**config.mk**
```make
export PLATFORM = sky130hd
export DESIGN_NAME = seg_counter_mux_flat
export DESIGN_NICKNAME = d
export VERILOG_FILES = /design/src/rtl/seg_counter_mux_if.sv /design/src/rtl/seg_counter_mux.sv /design/src/flat_wrapper.sv
export SDC_FILE = /design/constraint.sdc
export NUM_CORES = 1
export LEC_CHECK = 0
export ABC_AREA = 1
export CORE_MARGIN = 8
export CORE_UTILIZATION = 25
export DETAILED_ROUTE_END_ITERATION = 8
export GPL_ROUTABILITY_DRIVEN = 0
export HOLD_SLACK_MARGIN = 0.05
export PLACE_DENSITY = 0.52
export SYNTH_ARGS = -nofsm -noshare
export SYNTH_HDL_FRONTEND = slang
export SYNTH_HIERARCHICAL = 1
export SYNTH_SLANG_ARGS = --single-unit
```
**constraint.sdc**
```tcl
create_clock -name clk -period 2.8 [get_ports clk]
set_clock_uncertainty 0.2 [all_clocks]
set_input_delay 0.42 -clock clk [delete_from_list [all_inputs] [get_ports clk]]
set_output_delay 0.42 -clock clk [all_outputs]
set_load 0.03 [all_outputs]
```
**src/rtl/seg_counter_mux_if.sv**
```systemverilog
// Switch-side controls and display-side results of the multiplexed BCD counter.
// master drives the controls; slave is the counter/display block.
interface seg_counter_mux_if #(
    parameter int NUM_DIGITS = 2
);
    logic                    en;
    logic                    up_dn;
    logic                    load;
    logic [4*NUM_DIGITS-1:0] load_val;
    logic                    blank_lz;
    logic [6:0]              seg;
    logic [NUM_DIGITS-1:0]   dig_sel;
    logic [4*NUM_DIGITS-1:0] count;
    logic                    wrap;

    modport master (
        output en, up_dn, load, load_val, blank_lz,
        input  seg, dig_sel, count, wrap
    );

    modport slave (
        input  en, up_dn, load, load_val, blank_lz,
        output seg, dig_sel, count, wrap
    );
endinterface

```
**src/rtl/seg_counter_mux.sv**
```systemverilog
// N-digit BCD up/down counter with prescaler tick, synchronous load and wrap pulse,
// driving a time-multiplexed 7-segment bus with optional leading-zero blanking.

// One BCD digit of the carry/borrow chain.
module seg_counter_mux_digit (
    input  logic [3:0] d,
    input  logic       cin,
    input  logic       up,
    output logic [3:0] nxt,
    output logic       cout
);
    always_comb begin
        nxt  = d;
        cout = 1'b0;
        if (cin) begin
            if (up) begin
                cout = (d >= 4'd9);
                nxt  = cout ? 4'd0 : d + 4'd1;
            end else begin
                cout = (d == 4'd0);
                nxt  = cout ? 4'd9 : d - 4'd1;
            end
        end
    end
endmodule

module seg_counter_mux #(
    parameter logic [23:0] DIV_COUNT  = 24'd10_000_000,
    parameter int          NUM_DIGITS = 2,
    parameter logic [15:0] SCAN_DIV   = 16'd1000
) (
    input  logic              clk,
    input  logic              rst,
    seg_counter_mux_if.slave  bus
);
    localparam int IDX_W = (NUM_DIGITS > 1) ? $clog2(NUM_DIGITS) : 1;

    logic [23:0]                 pre;
    logic                        tick;
    logic [NUM_DIGITS-1:0][3:0]  cnt, cnt_nxt, ld_clean;
    logic [NUM_DIGITS:0]         carry;
    logic [NUM_DIGITS-1:0]       hi_zero;
    logic [15:0]                 scan;
    logic [IDX_W-1:0]            idx;
    logic [6:0]                  seg_r, seg_d;
    logic [NUM_DIGITS-1:0]       sel_r;
    logic                        wrap_r;
    logic [3:0]                  cur;
    logic                        blank;

    assign tick     = bus.en && (pre == DIV_COUNT - 24'd1);
    assign carry[0] = 1'b1;

    // Carry out of the top digit means every digit rolled over: that is the wrap.
    generate
        for (genvar i = 0; i < NUM_DIGITS; i++) begin : g_dig
            seg_counter_mux_digit u_dig (
                .d    (cnt[i]),
                .cin  (carry[i]),
                .up   (bus.up_dn),
                .nxt  (cnt_nxt[i]),
                .cout (carry[i+1])
            );
            assign ld_clean[i] = (bus.load_val[4*i +: 4] > 4'd9) ? 4'd0 : bus.load_val[4*i +: 4];
            if (i == NUM_DIGITS - 1) begin : g_top
                assign hi_zero[i] = (cnt[i] == 4'd0);
            end else begin : g_low
                assign hi_zero[i] = (cnt[i] == 4'd0) && hi_zero[i+1];
            end
        end
    endgenerate

    always_ff @(posedge clk or posedge rst) begin
        if (rst) begin
            pre    <= '0;
            cnt    <= '0;
            wrap_r <= 1'b0;
        end else begin
            wrap_r <= 1'b0;
            if (bus.load) begin
                cnt <= ld_clean;
                pre <= '0;
            end else begin
                if (tick) begin
                    cnt    <= cnt_nxt;
                    wrap_r <= carry[NUM_DIGITS];
                end
                if (bus.en) pre <= tick ? 24'd0 : pre + 24'd1;
            end
        end
    end

    always_ff @(posedge clk or posedge rst) begin
        if (rst) begin
            scan <= '0;
            idx  <= '0;
        end else if (scan == SCAN_DIV - 16'd1) begin
            scan <= '0;
            idx  <= (idx == IDX_W'(NUM_DIGITS - 1)) ? '0 : idx + IDX_W'(1);
        end else begin
            scan <= scan + 16'd1;
        end
    end

    always_comb begin
        cur   = cnt[idx];
        blank = bus.blank_lz && (idx != '0) && hi_zero[idx];
        case (cur)
            4'd0:    seg_d = 7'h3F;
            4'd1:    seg_d = 7'h06;
            4'd2:    seg_d = 7'h5B;
            4'd3:    seg_d = 7'h4F;
            4'd4:    seg_d = 7'h66;
            4'd5:    seg_d = 7'h6D;
            4'd6:    seg_d = 7'h7D;
            4'd7:    seg_d = 7'h07;
            4'd8:    seg_d = 7'h7F;
            4'd9:    seg_d = 7'h6F;
            default: seg_d = 7'h00;
        endcase
    end

    always_ff @(posedge clk or posedge rst) begin
        if (rst) begin
            seg_r <= '0;
            sel_r <= '0;
        end else begin
            seg_r <= blank ? 7'h00 : seg_d;
            sel_r <= NUM_DIGITS'(1) << idx;
        end
    end

    assign bus.seg     = seg_r;
    assign bus.dig_sel = sel_r;
    assign bus.count   = cnt;
    assign bus.wrap    = wrap_r;
endmodule

```
**src/flat_wrapper.sv**
```systemverilog
// flat-port wrapper written by rule: the top's interface ports become plain ports
module seg_counter_mux_flat 
#(
    parameter logic [23:0] DIV_COUNT  = 24'd10_000_000,
    parameter int          NUM_DIGITS = 2,
    parameter logic [15:0] SCAN_DIV   = 16'd1000
)
  (clk, rst, bus_en, bus_up_dn, bus_load, bus_load_val, bus_blank_lz, bus_seg, bus_dig_sel, bus_count, bus_wrap);
  seg_counter_mux_if #(.NUM_DIGITS(NUM_DIGITS)) bus_i ();
  input  logic clk;
  input  logic rst;
  input wire logic [$bits(bus_i.en)-1:0] bus_en;
  input wire logic [$bits(bus_i.up_dn)-1:0] bus_up_dn;
  input wire logic [$bits(bus_i.load)-1:0] bus_load;
  input wire logic [$bits(bus_i.load_val)-1:0] bus_load_val;
  input wire logic [$bits(bus_i.blank_lz)-1:0] bus_blank_lz;
  output wire logic [$bits(bus_i.seg)-1:0] bus_seg;
  output wire logic [$bits(bus_i.dig_sel)-1:0] bus_dig_sel;
  output wire logic [$bits(bus_i.count)-1:0] bus_count;
  output wire logic [$bits(bus_i.wrap)-1:0] bus_wrap;
  assign bus_i.en = bus_en;
  assign bus_i.up_dn = bus_up_dn;
  assign bus_i.load = bus_load;
  assign bus_i.load_val = bus_load_val;
  assign bus_i.blank_lz = bus_blank_lz;
  assign bus_seg = bus_i.seg;
  assign bus_dig_sel = bus_i.dig_sel;
  assign bus_count = bus_i.count;
  assign bus_wrap = bus_i.wrap;
  seg_counter_mux #(.DIV_COUNT(DIV_COUNT), .NUM_DIGITS(NUM_DIGITS), .SCAN_DIV(SCAN_DIV)) u_core (.clk(clk), .rst(rst), .bus(bus_i));
endmodule
```
==> impl_metrics.toml, run 1 <==
[status]
outcome = "finished clean"

[clock_tree]
cts_resized = 0
clock-sinks = 59
cts_buffers = 9
cts_setup_buffers = 0
cts-root-buf = "clkbuf_16"
cts_tree = "yes"
clock_latency_ns = 0.33
cts_buffer_depth = 2
holdBufCountCts = 0
clk_pin_slew_ns = 0.05
htreeDepth = 3

[die]
row_count = 45
fp.dieW_um = 139.3
die_area_um2 = 19410
initial_core_util_pct = 25.29
die_height_um = 139.3
num_io_pins = 32
core_area_um2 = 15030

[timing]
setup_viol = 0
worst_pin_slew_ns = 0.5701
slew_violations = 0
timing.fmax_mhz = 443.9
rsz0062_at_grt = "false"
fin_crit_ns = 2.253
finalCritPeriodShare_pct = 80.46
hold_violations = 0
maxSlewHeadroom_pct = 61.94
setup_tns_ns = 0

[logic_synthesis]
synth_compound_area_share_pct = 9.645
syn_inst = 518
synthMuxAreaShare_pct = 0
avgSynthCellArea_um2 = 7.338
synth_xor_xnor_area_share_pct = 3.226
netlist_area_um2 = 3801
ys_types = 39
synthSimpleGateAreaFrac_pct = 34.50
ys_seq_elements = 59
synth_fa_ha_area_share_pct = 4.608
synth_top_family_by_area = "simple AND/OR/NAND/NOR gates"
yosysSeqAreaShare_pct = 38.84
yosys_warnings = 6

[worst_setup_path]
worstPathArrival_ns = 1.63
critPathBufInv = 1
end_kind = "output port"
r2r-start = "u_core/bus.count[0]"
worstPathMaxFanout = 10
cpMaxStageDelayCell = "clkdlybuf4s50_1"
required_ns = 2.18
startpoint = "u_core/bus.count[6]"
worstSetupPathType = "flop to output port"
worstSetupStartpointType = "flop"
r2r_slack_ns = 0.62
crit_chain = "clkdlybuf4s50_1"
r2r-end = "u_core/bus.count[6]"
max_stage_delay_ns = 0.75
crit_family = "buffers and inverters"
rr_worst_depth = 15

[worst_hold_path]
holdPathEnd = "u_core/scan[0]"
min_path_cells = 1
min_from = "u_core/scan[0]"
hp-class = "flop to flop"

[route]
vias = 3401
drt_iter0_drc = 158
dr.pass1.iters = 5
viasPerCell = 4.475
postRouteAntennaNets = 0
routed_wl_um = 8900
drcViolationCount = 0
routedWlPerCell_um = 11.71

[global_routing]
grt_pass1_wl_um = 15480
grt_max_degree = 35
antenna_found_initial = 0
grt_pass1_vias = 3407
grt_usage_pct = 9.697
globalRouteOverflowTotal = 0

[place]
hpwl_um = 6816
placed_cells = 746
io_buffer_count = 31

[cells_and_area]
diodes = 0
nNetsFinal = 597
drive_gt1_share_pct = 12.24
final_cells = 760
area_growth_pct = 24.00

[pwr]
p_total_w = 0.002689
p_leak_nw = 2.154
power_density_nw_per_um2 = 570.5
peakVddDrop_mv = 0.2630

[run]
cap_violations = 0
==> through the flow <==
| stage | util, % | setup slack, ns | instance area, um^2 | hold slack [ns] |
|---|---|---|---|---|
| global placement | 29.25 | 0.3951 | 4397 | 0.2455 |
| floorplan | - | 0.3830 | 3827 | 0.2329 |
| CTS | 31.35 | 0.5205 | 4713 | 0.2571 |
| detailed placement | 29.25 | 0.3795 | 4397 | 0.2502 |
| global route | 31.35 | 0.4587 | 4713 | 0.2694 |
| finish | 31.35 | 0.5472 | 4713 | 0.2555 |
==> routing by layer <==
| metal | vias to the layer above | GRT usage [%] | wire, um |
|---|---|---|---|
| li1 | 1757 | - | - |
| met1 | 1559 | 11.56 | 4242 |
| met2 | 68 | 15.39 | 3995 |
| met3 | 17 | 3.249 | 465 |
| met4 | 0 | 4.737 | 197 |
| met5 | - | 0 | 0 |
==> how the worst max path moves through the flow <==
stage / endpoint / slack [ns] / cells past startpoint
floorplan: u_core/bus.count[6] / 0.38 / 14
global placement: u_core/pre[8] / 0.40 / 11
detailed placement: u_core/pre[8] / 0.38 / 11
CTS: bus_count[6] / 0.52 / 1
global route: bus_count[6] / 0.46 / 1
finish: bus_count[6] / 0.55 / 1
==> power by group <==
group	leakage [nW]	internal, W	total, W	switching (W)
Sequential	0.771	0.000900	0.000948	0.0000479
Combinational	1.23	0.000214	0.000561	0.000347
Clock	0.155	0.000816	0.00118	0.000364
Total	2.15	0.00193	0.00269	0.000758
==> sequential cells by signal, summed over array words and instances (netlist names) <==
name                count
u_core/bus.wrap         1
u_core/pre             24
u_core/bus.count        8
u_core/idx              1
u_core/bus.seg          7
u_core/scan            16
u_core/bus.dig_sel      2
==> cells by family after synthesis <==
group / Yosys count
buf+inv: 85
fa+ha+maj: 14
flops: 59
compound gates: 64
other cells: 1
simple gates: 281
xor+xnor: 14
==> final cells by class <==
cell class	count	area [um^2]
fill	1599	10320
multi-input combinational	381	2006
timing repair buffer	39	382.9
tap	188	235.2
sequential	59	1476
clock inverter	2	60.06
inverter	79	296.5
clock buffer	12	256.5
==> synth_stat cells <==
cell type | instances | share of area (%)
nand2_2 | 10 | 1.6
nand3_4 | 1 | 0.46
a211oi_1 | 1 | 0.20
xor2_1 | 11 | 2.5
o21ai_0 | 27 | 3.6
ha_1 | 14 | 4.6
nor2_4 | 3 | 0.89
nand4_1 | 15 | 2.5
o31ai_1 | 1 | 0.20
o21ai_1 | 4 | 0.53
a41oi_1 | 1 | 0.23
clkbuf_1 | 2 | 0.20
o21ai_2 | 2 | 0.46
a21oi_2 | 2 | 0.46
clkinv_1 | 1 | 0.099
a21oi_1 | 16 | 2.1
nor3_2 | 2 | 0.53
nand2_4 | 1 | 0.30
xnor2_1 | 3 | 0.69
nor3b_1 | 1 | 0.20
o21bai_1 | 1 | 0.20
nor4_1 | 1 | 0.16
nand4_2 | 1 | 0.33
nor2_1 | 73 | 7.2
conb_1 | 1 | 0.099
and3_1 | 1 | 0.16
buf_6 | 3 | 0.89
o211ai_1 | 7 | 1.4
nand3_1 | 26 | 3.4
nand2_1 | 120 | 12
nor2_2 | 7 | 1.2
a31oi_1 | 2 | 0.33
buf_4 | 1 | 0.20
nand3_2 | 9 | 2.4
inv_1 | 69 | 6.8
inv_2 | 9 | 0.89
nor3_1 | 9 | 1.2
or2_2 | 1 | 0.16
dfrtp_1 | 59 | 39
==> placed cells by master (no fill, tap or decap), types with 10 or more instances in the layout <==
master	count
xor2_1	11
inv_2	10
nand2_1	120
o21ai_0	27
nand4_1	15
nor2_1	73
ha_1	14
inv_1	68
nand3_1	26
dfrtp_1	59
clkdlybuf4s50_1	31
a21oi_1	16
nand2_2	10
Note: power is estimated with default switching activity, not from simulation.
==> run 2: changes to the inputs <==
clock period = 2.1 ns   (was 2.8 ns; I/O delays follow)
==> run 2 against run 1 <==
Effect of this change:
- register-to-register slack worse by 0.54 ns
- power increased by 36%
- critical path depth up 1
- first-iteration DRC count decreased by 19%
- sequential power up 32%
- sequential share of layout area fell by 1.1 points
- combinational power increased by 50%
- non-clock buffer count rose by 15
- setup slack got worse by 0.48 ns
- final cell count grew 2.2%
- die area stayed put
- hold slack lost 0.16 ns
==> impl_metrics.toml, run 2 (synthesized netlist as in run 1, its figures left out) <==
[die]
fp.dieW_um = 139.3
core_area_um2 = 15030
die_height_um = 139.3
num_io_pins = 32
row_count = 45
die_area_um2 = 19410
initial_core_util_pct = 25.29

[global_routing]
grt_usage_pct = 9.902
grt_max_degree = 28
antenna_found_initial = 0
grt_pass1_wl_um = 15920
globalRouteOverflowTotal = 0
grt_pass1_vias = 3485

[route]
routed_wl_um = 9090
vias = 3433
drcViolationCount = 0
drt_iter0_drc = 128
routedWlPerCell_um = 11.70
viasPerCell = 4.418
postRouteAntennaNets = 0
dr.pass1.iters = 4

[pwr]
peakVddDrop_mv = 0.3073
p_sw_share_pct = 28.81
pwr-share-comb_pct = 23.0
power_density_nw_per_um2 = 746.3
power.switching_w = 0.001053
seqPwrFrac_pct = 34.1
p_leak_nw = 2.275
p_int_w = 0.002601
clkPwrFrac_pct = 42.9
p_total_w = 0.003654

[worst_setup_path]
r2r-start = "u_core/bus.count[0]"
worstPathMaxFanout = 7
r2r-end = "u_core/bus.count[6]"
max_stage_delay_ns = 0.68
worstSetupPathType = "flop to output port"
cpMaxStageDelayCell = "clkdlybuf4s50_1"
worstPathArrival_ns = 1.52
crit_family = "buffers and inverters"
end_kind = "output port"
rr_worst_depth = 13
worstSetupStartpointType = "flop"
critPathBufInv = 2
required_ns = 1.58
r2r_slack_ns = 0.08
crit_chain = "buf_4 > clkdlybuf4s50_1"
startpoint = "u_core/bus.count[1]"

[timing]
rsz0062_at_grt = "true"
hold_violations = 0
finalCritPeriodShare_pct = 96.92
timing.fmax_mhz = 491.3
fin_crit_ns = 2.035
setup_viol = 0
slew_violations = 0

[cells_and_area]
regMostFlops = "u_core/pre"
largest_reg_flops = 24
diodes = 0
nNetsFinal = 612
layout_common_cells = "nand2_1, nor2_1, inv_1"
fin_area_um2 = 4896
final_common_cell = "nand2_1"
drive_gt1_share_pct = 16.13
area_growth_pct = 28.80

[clock_tree]
cts_setup_buffers = 0
cts_tree = "yes"
clk_pin_slew_ns = 0.05
htreeDepth = 3
cts_buffers = 9
cts-root-buf = "clkbuf_16"
cts_buffer_depth = 2
clock-sinks = 59
holdBufCountCts = 0
clock_latency_ns = 0.33

[status]
outcome = "finished clean"

[worst_hold_path]
hp-class = "primary input to async pin"

[place]
placed_area_um2 = 4523
hpwl_um = 7147
io_buffer_count = 31

[run]
cap_violations = 0
-- run 2: layout make-up --
class                   count  area (um^2)
fillers                  1604        10140
repair buffers             54        501.7
clock inverters             4        73.82
well taps                 188        235.2
multi-input cells         381         2061
clock buffers              12        246.5
inverters                  79        299.0
flip-flops and latches     59         1479
-- run 2: per-layer routing --
layer / vias to the layer above / track usage, % / share of wire [%] / routed length (um)
met4: 0 / 4.391 / 1.4 / 125
met5: - / 0 / 0 / 0
met1: 1590 / 11.99 / 47 / 4310
li1: 1782 / - / - / -
met2: 50 / 16.19 / 48 / 4333
met3: 11 / 2.633 / 3.5 / 321
-- run 2: power groups by stage --
stage | Clock (W) | Combinational, W | Sequential [W]
6_report | 0.00157 | 0.000840 | 0.00125
5_1_grt | 0.00167 | 0.000930 | 0.00125
4_1_cts | 0.00161 | 0.000820 | 0.00125
3_5_place_dp | 0 | 0.000819 | 0.00127
3_3_place_gp | 0 | 0.000811 | 0.00127
2_1_floorplan | 0 | 0.000379 | 0.00139
-- run 2: worst max path at each step --
stage,endpoint,cells past startpoint
detailed placement,u_core/pre[8],11
global route,u_core/bus.count[6],13
floorplan,u_core/bus.count[0],1
finish,bus_count[1],2
global placement,u_core/pre[8],11
CTS,bus_count[0],2
-- run 2: through the flow --
step | util (%) | TNS, ns | setup slack, ns | instances | hold WS, ns
final | 32.57 | 0 | 0.06459 | 777 | 0.09933
after global routing | 32.57 | -0.03245 | -0.03245 | 777 | 0.1536
after detailed placement | 30.09 | 0 | 0.0008982 | 761 | 0.2576
after global placement | 30.09 | 0 | 0.02552 | 761 | 0.2455
after floorplan | - | -0.002224 | -0.001112 | 525 | 0.2329
after CTS | 32.21 | 0 | 0.01593 | 777 | 0.1140
-- run 2: what timing repair did --
action,4_1_cts,5_1_grt
resized for setup,1,13
endpoints found under the setup margin,1,8
pin swaps,0,1
==> variant 1 (config.mk and constraints of run 1) <==
`NUM_DIGITS` is set to 2 in 3 places; all go to 4.
--- a/src/rtl/seg_counter_mux_if.sv
+++ b/src/rtl/seg_counter_mux_if.sv
@@ -3,3 +3,3 @@
 interface seg_counter_mux_if #(
-    parameter int NUM_DIGITS = 2
+    parameter int NUM_DIGITS = 4
 );
--- a/src/rtl/seg_counter_mux.sv
+++ b/src/rtl/seg_counter_mux.sv
@@ -28,3 +28,3 @@
     parameter logic [23:0] DIV_COUNT  = 24'd10_000_000,
-    parameter int          NUM_DIGITS = 2,
+    parameter int          NUM_DIGITS = 4,
     parameter logic [15:0] SCAN_DIV   = 16'd1000
--- a/src/flat_wrapper.sv
+++ b/src/flat_wrapper.sv
@@ -4,3 +4,3 @@
     parameter logic [23:0] DIV_COUNT  = 24'd10_000_000,
-    parameter int          NUM_DIGITS = 2,
+    parameter int          NUM_DIGITS = 4,
     parameter logic [15:0] SCAN_DIV   = 16'd1000
Ports: changed (resized bus_count, bus_dig_sel and bus_load_val); port bits go from 32 to 50. The function was not compared with the original's and may differ.
==> variant 1 against run 1 <==
- count of clock-buffer cells in the layout down 2
- synthesized area up 32%
- sequential cell count up 11
- critical path type is now register to register
- critical endpoint is now u_core/bus.count[14]
- setup slack worse by 0.27 ns
- wire length up 57%
- sequential share of layout area down 3.3 points
- highest routed layer unchanged
- synthesized cell count up 42%
- power up 22%
- largest power group unchanged
- design area up 33%
- largest cell class unchanged
==> variant 1: results (changes against run 1) <==
- Outcome: complete, no violations
- R2r startpoint: u_core/bus.count[1]
- Share of the yosys chip area belonging to registers: 34.9% (-3.9 points)
- Internal reg-to-reg setup slack: 0.28 ns (-0.34 ns)
- Post-CTS setup buffer count: 0 (unchanged)
- Synth top area cells: dfrtp_1, nand2_1, inv_1
- Clock Latency Late Sink: 0.35 ns (+0.02 ns)
- Reg-to-reg endpoint: u_core/bus.count[14]
- Slowest-stage cell, CP: dfrtp_2
- First-pass GRT wire length: 23600 um (+53%)
- Largest net degree at the start of global routing: 71 (+100%)
- Hold WC Path Type: input port to async pin
- Slowest stage delay, CP: 0.45 ns (-0.30 ns)
- VDD IR max: 0.000317 V (+21%)
- IO buf count: 49 (+58%)
- Crit Path Max Fanout: 7 (-3)
- Gr usage total: 11.9% (+2.2 points)
- Max-Slew Margin vs Limit: 53.1% (-8.8 points)
- CP Data Arrival Time: 2.55 ns (+0.92 ns)
- Fraction of layout cells with a size suffix above 1: 9.33% (-2.9 points)
- # nets final: 859 (+44%)
- 1st-iter DRT viols: 204 (+29%)
- Drt wl/cell: 13.0 um (+11%)
- DP HPWL: 10500 um (+53%)
- Worst path top cell family by delay: simple AND/OR/NAND/NOR gates
- Synth cell count leaders: nand2_1, inv_1, nor2_1, dfrtp_1, nand3_1
- Vias post-DR: 4713 (+39%)
- Cell variety after synth: 30 (-23%)
- R2r worst-path depth: 19 (+4)
- P_leak: 3.07 nW (+42%)
- Vias in the first global route: 4645 (+36%)
==> variant 1: cell types whose count changed after synthesis, moves of 13 or more <==
cell / delta
ha_1: +13
inv_1: +29
nand2_1: +104
nand3_1: +18
nor2_1: +18
o21ai_0: +16
==> variant 1: area by class of cell <==
cell class | instances | area [um2]
tap | 265 | 332
inverter | 103 | 387
fill | 2161 | 13300
timing repair buffer | 65 | 623
clock inverter | 6 | 67.6
clock buffer | 10 | 239
multi-input combinational | 561 | 2850
sequential | 70 | 1750
==> variant 1: worst max-delay path by stage <==
stage                              from              endpoint  depth (start not counted)
floorplan           u_core/bus.count[0]  u_core/bus.count[14]                         19
detailed placement            bus_up_dn  u_core/bus.count[14]                         18
global route        u_core/bus.count[1]  u_core/bus.count[14]                         19
CTS                 u_core/bus.count[1]  u_core/bus.count[14]                         19
finish              u_core/bus.count[1]  u_core/bus.count[14]                         19
global placement              bus_up_dn  u_core/bus.count[14]                         18
==> variant 1: worst reg2reg max path, stage by stage (launching register included) <==
cell and delay, ns:
dfrtp_2 0.45, inv_1 0.13, ha_1 0.22, nand3_2 0.12, nand2_2 0.08, nand2_2 0.05
nor2_2 0.14, nand2_2 0.08, nor2_2 0.14, nand2_2 0.09, nor2_4 0.11, inv_1 0.05
a21oi_1 0.09, o21ai_0 0.09, nand2_1 0.08, a21oi_2 0.05, nand2_1 0.06, o21ai_0 0.07
nand2_1 0.07, nand2_1 0.05
==> variant 1: where the power goes <==
group	switching [mW]	total [mW]	internal, mW
registers	0.0773	1.15	1.07
logic	0.588	0.941	0.353
clock network	0.474	1.19	0.719
total	1.14	3.28	2.14
==> variant 1: layer usage <==
| metal | vias to the layer above | routed length [um] | GRT usage [%] |
|---|---|---|---|
| li1 | 2467 | - | - |
| met1 | 2172 | 6330 | 14.1 |
| met2 | 66 | 7080 | 21.4 |
| met3 | 8 | 471 | 2.81 |
| met4 | 0 | 117 | 2.58 |
| met5 | - | 0 | 0 |
==> variant 1: stage by stage <==
step                      hold WS, ns  instances  area [um2]  setup WS (ns)
final                           0.241       1080        6250          0.277
after global placement          0.263       1064        5950          0.153
after CTS                       0.288       1080        6250          0.260
after global routing            0.303       1080        6250         0.0189
after floorplan                 0.243        744        5050         0.0225
after detailed placement        0.274       1064        5950          0.162
==> variant 1: cell families (layout without fill, tap and decap cells) <==
family	Yosys count	after routing	synth area share, %
AND/OR/NAND/NOR	421	421	36.5
buffers and inverters	113	184	8.96
AO/OA/AOI/OAI	87	87	9.64
flip-flops	70	70	34.9
adder cells (fa/ha/maj)	27	27	6.74
XOR/XNOR	18	18	3.15
other	1	8	0.0748
==> variant 2 (settings of run 1) <==
Made on the original files. Make the reset (`rst`) synchronous in 3 clocked blocks.
--- a/src/rtl/seg_counter_mux.sv
+++ b/src/rtl/seg_counter_mux.sv
@@ -72,3 +72,3 @@
 
-    always_ff @(posedge clk or posedge rst) begin
+    always_ff @(posedge clk) begin
         if (rst) begin
@@ -92,3 +92,3 @@
 
-    always_ff @(posedge clk or posedge rst) begin
+    always_ff @(posedge clk) begin
         if (rst) begin
@@ -122,3 +122,3 @@
 
-    always_ff @(posedge clk or posedge rst) begin
+    always_ff @(posedge clk) begin
         if (rst) begin
Check against the original RTL: differs if rst is asserted again (counterexample within 4 cycles, from zero or initial values and one cycle with rst high); with rst held inactive, the same outputs for 10 cycles.
==> variant 2 against run 1 <==
- setup slack got worse by 0.21 ns
- sequential cell count did not move
- wire length rose by 7.1%
- sequential share of layout area fell by 5.8 points
- via count rose by 6.0%
- design area fell by 1.8%
- sequential power fell by 5.2%
- power fell by 12%
- synthesized area fell by 1.1%
- combinational power fell by 30%
- critical endpoint is now u_core/bus.count[4]
==> variant 2: results (changes against run 1) <==
- # nets final: 641 (+7.4%)
- Primary FF master, synth: dfxtp_1
- Crit Path Max Fanout: 9 (-1)
- Met2 routed WL: 4480 um (+12%)
- WL met1: 4520 um (+6.5%)
- Drt pass-1 iters: 4 (-1)
- Synth top area cells: dfxtp_1, nand2_1, nor2_1
- Worst path top cell family by delay: simple AND/OR/NAND/NOR gates
- Filler instances: 1614 (+0.94%)
- 1st-iter DRT viols: 347 (+120%)
- Adder and majority gate portion of the synthesized area: 5.33% (+0.72 points)
- Slowest stage delay, CP: 0.56 ns (-0.19 ns)
- Cell variety after synth: 38 (-2.6%)
- Drt wl/cell: 11.9 um (+1.2%)
- Combinational Power Share: 16.8% (-4.1 points)
- GRT met2 Usage: 16.9% (+1.5 points)
- VDD IR max: 0.000238 V (-9.6%)
- Met1 Use GR: 12.2% (+0.69 points)
- Vias post-DR: 3605 (+6.0%)
- FF+latch area: 1180 um2 (-20%)
- Gr usage total: 10.1% (+0.42 points)
- Fraction of layout cells with a size suffix above 1: 13.0% (+0.75 points)
- Vias in the first global route: 3458 (+1.5%)
- Final WL: 9530 um (+7.1%)
- Most common cell in the synthesized netlist: nand2_1
- Synthesized instance count: 561 (+8.3%)
- Outcome: complete, no violations
- Met3 GRT Util: 2.98% (-0.27 points)
- P per Cell Area: 508 nW/um2 (-11%)
- Synth Area in XOR/XNOR: 2.80% (-0.43 points)
- Compound-gate portion of the synthesized area: 12.1% (+2.4 points)
- Switching power: 0.638 mW (-16%)
- Placed insts: 788 (+5.6%)
- Seq. pwr: 0.899 mW (-5.2%)
- P_leak: 1.78 nW (-17%)
- WL met3: 434 um (-6.7%)
- Share of the yosys chip area belonging to registers: 31.4% (-7.4 points)
- First-pass GRT wire length: 16400 um (+5.6%)
- Asr flop ratio synth: 0% (-100 points)
- Tightest Pin Transition: 0.620 ns (+0.0497 ns)
- Largest net degree at the start of global routing: 16 (-54%)
- Slowest-stage cell, CP: dfxtp_1
- Placed Area: 4340 um2 (-1.3%)
- Dpl ws: 0.334 ns (-0.0454 ns)
-- variant 2: logic make-up (layout without fill, tap and decap cells) --
| family | after synthesis | after routing |
|---|---|---|
| DFF | 59 | 59 |
| and+or+nand+nor | 320 | 320 |
| adders and majority gates | 16 | 16 |
| xor gates and xnor gates | 12 | 12 |
| buffers and inverters | 78 | 126 |
| other | 1 | 8 |
| AOI/OAI and AO/OA | 75 | 75 |
-- variant 2: final timing paths --
check / from / endpoint / slack, ns / cells past startpoint
max: u_core/bus.count[0] / u_core/bus.count[4] / 0.34 / 12
min: u_core/scan[0] / u_core/scan[0] / 0.24 / 1
max reg2reg: u_core/bus.count[0] / u_core/bus.count[4] / 0.34 / 12
min reg2reg: u_core/scan[0] / u_core/scan[0] / 0.24 / 1
-- variant 2: area by class of cell --
cell class | instances | area share (%)
multi-input combinational | 431 | 49.0
sequential | 59 | 25.5
timing repair buffer | 38 | 8.11
clock buffer | 15 | 6.21
inverter | 72 | 5.94
tap | 188 | 5.08
clock inverter | 1 | 0.108
